$ cat config.mk
export PLATFORM = sky130hd
export DESIGN_NAME = inp_lane_fifo
export DESIGN_NICKNAME = d
export VERILOG_FILES = /design/src/rtl/inp_lane_fifo.sv
export SDC_FILE = /design/constraint.sdc
export NUM_CORES = 1
export LEC_CHECK = 0
export CORE_MARGIN = 4
export CORE_UTILIZATION = 55
export CTS_BUF_LIST = sky130_fd_sc_hd__clkbuf_4 sky130_fd_sc_hd__clkbuf_8
export CTS_CLUSTER_SIZE = 30
export DETAILED_ROUTE_END_ITERATION = 10
export GPL_ROUTABILITY_DRIVEN = 0
export GPL_TIMING_DRIVEN = 0
export PLACE_DENSITY = 0.72
export REMOVE_ABC_BUFFERS = 1
export SETUP_SLACK_MARGIN = 0.1
export SLEW_MARGIN = 0
export SYNTH_ARGS = -nofsm -noshare
export SYNTH_HDL_FRONTEND = slang
export SYNTH_SLANG_ARGS = --single-unit
$ cat constraint.sdc
create_clock -name clk -period 5.4 [get_ports clk]
set_clock_uncertainty 0.05 [all_clocks]
set_input_delay 0.54 -clock clk [delete_from_list [all_inputs] [get_ports clk]]
set_output_delay 0.54 -clock clk [all_outputs]
set_load 0.01 [all_outputs]
$ cat src/rtl/inp_lane_fifo.sv
// rtl/inp_lane_fifo.sv - multi-lane input FIFO with optional per-lane skew for systolic edge feed
// Pointers carry a wrap bit; lane k output passes through k extra stages when SKEW=1.
module inp_lane_fifo #(
  parameter int WORDLEN = 8,
  parameter int DEPTH   = 16,
  parameter int LANES   = 4,
  parameter int SKEW    = 1
) (
  input  logic                     clk,
  input  logic                     rst,
  input  logic                     flush,
  input  logic                     wr_en,
  input  logic [LANES*WORDLEN-1:0] din,
  output logic                     full,
  input  logic                     rd_en,
  output logic [LANES*WORDLEN-1:0] dout,
  output logic [LANES-1:0]         dout_valid,
  output logic                     empty,
  output logic [$clog2(DEPTH):0]   count,
  output logic                     ovf_err,
  output logic                     udf_err
);
  localparam int PTRW = $clog2(DEPTH);
  localparam int VW   = LANES * WORDLEN;
  localparam logic [PTRW:0] PTR_ONE = (PTRW + 1)'(1);

  logic [VW-1:0] mem [DEPTH];
  logic [PTRW:0] wr_ptr;
  logic [PTRW:0] rd_ptr;
  logic          rd_accept;
  logic          wr_accept;
  logic [VW-1:0] s0_data;
  logic          s0_valid;

  assign empty = (wr_ptr == rd_ptr);
  assign full  = (wr_ptr[PTRW-1:0] == rd_ptr[PTRW-1:0]) && (wr_ptr[PTRW] != rd_ptr[PTRW]);
  assign count = wr_ptr - rd_ptr;

  // A pop frees a slot in the same cycle, so a write into a full FIFO is legal alongside it.
  assign rd_accept = rd_en && !empty && !flush;
  assign wr_accept = wr_en && (!full || rd_accept) && !flush;

  always_ff @(posedge clk) begin
    if (wr_accept) begin
      mem[wr_ptr[PTRW-1:0]] <= din;
    end
  end

  always_ff @(posedge clk or posedge rst) begin
    if (rst) begin
      wr_ptr  <= '0;
      rd_ptr  <= '0;
      ovf_err <= 1'b0;
      udf_err <= 1'b0;
    end else if (flush) begin
      wr_ptr  <= '0;
      rd_ptr  <= '0;
      ovf_err <= 1'b0;
      udf_err <= 1'b0;
    end else begin
      if (wr_accept) begin
        wr_ptr <= wr_ptr + PTR_ONE;
      end
      if (rd_accept) begin
        rd_ptr <= rd_ptr + PTR_ONE;
      end
      if (wr_en && !wr_accept) begin
        ovf_err <= 1'b1;
      end
      if (rd_en && !rd_accept) begin
        udf_err <= 1'b1;
      end
    end
  end

  // Lane-0 stage: data only moves on an accepted pop so idle lanes hold their last word.
  always_ff @(posedge clk or posedge rst) begin
    if (rst) begin
      s0_data  <= '0;
      s0_valid <= 1'b0;
    end else begin
      s0_valid <= rd_accept;
      if (rd_accept) begin
        s0_data <= mem[rd_ptr[PTRW-1:0]];
      end
    end
  end

  for (genvar k = 0; k < LANES; k++) begin : g_lane
    localparam int NST = (SKEW != 0) ? k : 0;

    if (NST == 0) begin : g_direct
      assign dout[k*WORDLEN +: WORDLEN] = s0_data[k*WORDLEN +: WORDLEN];
      assign dout_valid[k]              = s0_valid;
    end else begin : g_skew
      logic [WORDLEN-1:0] pd [1:NST];
      logic [NST:1]       pv;

      // Data advances only behind a valid bit, keeping the visible lane value stable between pulses.
      always_ff @(posedge clk or posedge rst) begin
        if (rst) begin
          for (int j = 1; j <= NST; j++) begin
            pd[j] <= '0;
          end
          pv <= '0;
        end else if (flush) begin
          pv <= '0;
        end else begin
          pv[1] <= s0_valid;
          if (s0_valid) begin
            pd[1] <= s0_data[k*WORDLEN +: WORDLEN];
          end
          for (int j = 2; j <= NST; j++) begin
            pv[j] <= pv[j-1];
            if (pv[j-1]) begin
              pd[j] <= pd[j-1];
            end
          end
        end
      end

      assign dout[k*WORDLEN +: WORDLEN] = pd[NST];
      assign dout_valid[k]              = pv[NST];
    end
  end

endmodule
==> impl_results.md <==
* Critical Path End Type: output pin
* Crit-path slowest cell: dfrtp_4
* WP depth at 5
* Post-DP HPWL at 29600 microns
* Seq/Total Area, Yosys at 76.0%
* Internal Power at 8.46 mW
* CP top delay family: flip-flops
* Comb pwr share at 13.3%
* Min Tclk post-route at 4.15 ns
* Critical-path cell list: inv_1 > ha_1 > nand4_2 > nor2_1 > clkdlybuf4s50_1
* Largest net degree at the start of global routing at 55
* Die H at 214 microns
* Post-Syn Area per Cell at 18.9 sq um
* WP data required at 4.81 ns
* Sink Count at 608
* Top_reg_cell synth: edfxtp_1
* Rel. slew slack at 28.2%
* Pwr/cell area at 409 nW/um^2
* Async SR Flop Fraction at 15.8%
* CTS Buf Count at 93
* CP Launch Type: flop
* Cells on worst reg2reg path at 9
* Final setup TNS at 0 ns
* Initial antenna violation count at 4
* Post-CTS setup buffers at 0
* CTS clk-pin slew, worst paths at 0.06 ns
* Final net count at 1409
* Max Freq at 241 MHz
* Register area at 17800 sq um
* Sw frac at 24.1%
* VDD IR-drop max at 0.216 mV
* Starting Density at 55.7%
* First-pass GRT wire length at 75300 microns
* Synth Instances at 1236
* EDFF count, synth at 512
* CTS Buffer Depth at 3
* CP peak stage delay at 1.05 ns
* Worst Tran Pin Value at 1.08 ns
* Fin. Hold Viols at 0
* H-tree levels at 3
* Cts hold-fix bufs at 0
* Status: completed
* NetSw at 2.68 mW
* Setup violations, final at 0
* Non-Filler Instances at 1983
* RSZ-0062 raised after global routing: false
* Fin util at 65.0%
* PortBufs at 81
* Vias per cell at 5.98
* Final Max Slew Viols at 0
* CTS tree: built
* Vias at 11900
* Flop pwr share at 50.7%
* Clock share of power at 36.0%
* CTS root buffer: clkbuf_8
* Num ports at 82
* Worst Hold Class: in -> async
* Synthesis-to-layout area growth at 16.6%
* Share of cells above drive strength 1 at 24.4%
* Buffers & Inverters on Critical Path at 2
* Final Cycle Share at 76.9%
* Area of the multi-input gates at 5130 sq um
* Final global-route overflow total at 0
* DRC at 0
* Synth cell types at 42
* Cts repair resizes at 0
* Total die area at 45900 sq um
* Drt total wl at 50200 microns
* Pre-CTS setup slack at 1.34 ns
* Core outline area at 41900 sq um
* Gr usage total at 22.0%
* Vias in the first global route at 12100
* Max-cap violations at 0
* Crit path max fanout at 54
* Post-Syn Area at 23400 sq um
* Synth Register Bits at 608
* Hold Slack at 0.323 ns
* PnR worst setup slack at 1.25 ns
* Fillers at 2802
* Iter 0 DRT Violations at 1293
* Crit path DAT at 3.56 ns
* Row cnt at 75
* Leakage power at 8.90 nW
* Skew-Pair Late Insertion Delay at 0.63 ns
* Die outline width at 214 microns
* Routed length per instance at 25.3 microns
* DP Cell Count at 1806
* WS Path Type: reg -> out
* Yosys warns at 0
* First-pass DRT Iterations at 7
* Antenna-violating nets left at 0
==> cell usage after synthesis, types with 3 or more instances <==
cell / count / area share [%]
a21oi_1: 69 / 1.5
o22ai_1: 63 / 1.7
ha_1: 9 / 0.48
xnor2_1: 5 / 0.19
edfxtp_1: 512 / 66
buf_2: 41 / 0.88
nor3_1: 5 / 0.11
mux2i_1: 128 / 5.5
nand2_1: 5 / 0.080
nor2_1: 55 / 0.88
clkbuf_1: 18 / 0.29
or3_1: 4 / 0.11
o21ai_0: 3 / 0.064
a211oi_1: 31 / 1.0
nor2b_1: 3 / 0.080
xor2_1: 3 / 0.11
dfrtp_1: 96 / 10
inv_1: 11 / 0.18
buf_6: 6 / 0.29
mux2_2: 48 / 2.3
mux4_2: 65 / 6.3
buf_4: 30 / 0.96
==> worst paths after layout <==
kind / from / endpoint / slack, ns
min in group clk: g_lane[3].g_skew.pd[17] / g_lane[3].g_skew.pd[9] / 0.45
hold reg to reg: g_lane[3].g_skew.pd[17] / g_lane[3].g_skew.pd[9] / 0.45
hold / removal: rst / g_lane[2].g_skew.pd[10] / 0.32
setup reg to reg: rd_ptr[2] / mem[2][1] / 1.27
setup / recovery: rd_ptr[2] / full / 1.25
max in group asynchronous: rst / s0_data[16] / 4.24
==> final cells by class <==
class,instances,share of cell area [%]
clock inverter,44,1.24
sequential,608,65.2
multi-input combinational,521,18.8
clock buffer,132,6.18
antenna,1,0.00918
tap,539,2.47
timing repair buffer,126,5.87
inverter,12,0.174
==> cells in the final DEF, fill, tap and decap left out, drive strengths merged, types with 6 or more instances in the layout <==
master and count:
clkbuf 132, a21oi 69, dfrtp 96, ha 9, clkinv 36, inv 14
o22ai 63, a211oi 31, nor2 55, edfxtp 512, mux2 48, buf 45
mux2i 128, mux4 65, clkdlybuf4s50 81, xnor2 6
==> through the flow <==
stage               instance area [sq um]  power, mW
finish                              27300       11.1
global route                        27300       11.6
CTS                                 27300       11.2
detailed placement                  25200       7.24
global placement                    24300       7.22
floorplan                           22800       6.57
==> metal layers <==
metal  vias up  share of wire (%)  wire length, microns  track usage (%)
li1       5158                  -                     -                -
met1      6155                 41                 20600             30.2
met2       451                 50                 24900             36.3
met3        84                7.5                  3750             4.59
met4         6                1.8                   907             6.35
met5         -              0.082                    41                0
==> power groups by stage <==
stage	logic (mW)	clock network [mW]	registers (mW)
2_1_floorplan	0.796	0	5.78
3_3_place_gp	1.40	0	5.83
3_5_place_dp	1.49	0	5.75
4_1_cts	1.50	4.09	5.66
5_1_grt	1.60	4.33	5.70
6_report	1.48	4.02	5.65
==> sequential cells by signal, summed over array words and instances (netlist names) <==
signal	count
dout	16
s0_valid	1
rd_ptr	5
wr_ptr	5
g_lane.g_skew.pv	3
mem	512
ovf_err	1
s0_data	32
udf_err	1
g_lane.g_skew.pd	32
==> kinds of logic after synthesis <==
| group | synth area share [%] |
|---|---|
| fa+ha+maj | 0.567 |
| xor+xnor | 0.439 |
| mux | 14.1 |
| buf+inv | 2.61 |
| simple gates | 1.57 |
| flops | 76.0 |
| compound gates | 4.73 |
Note: power is estimated with default switching activity, not from simulation.
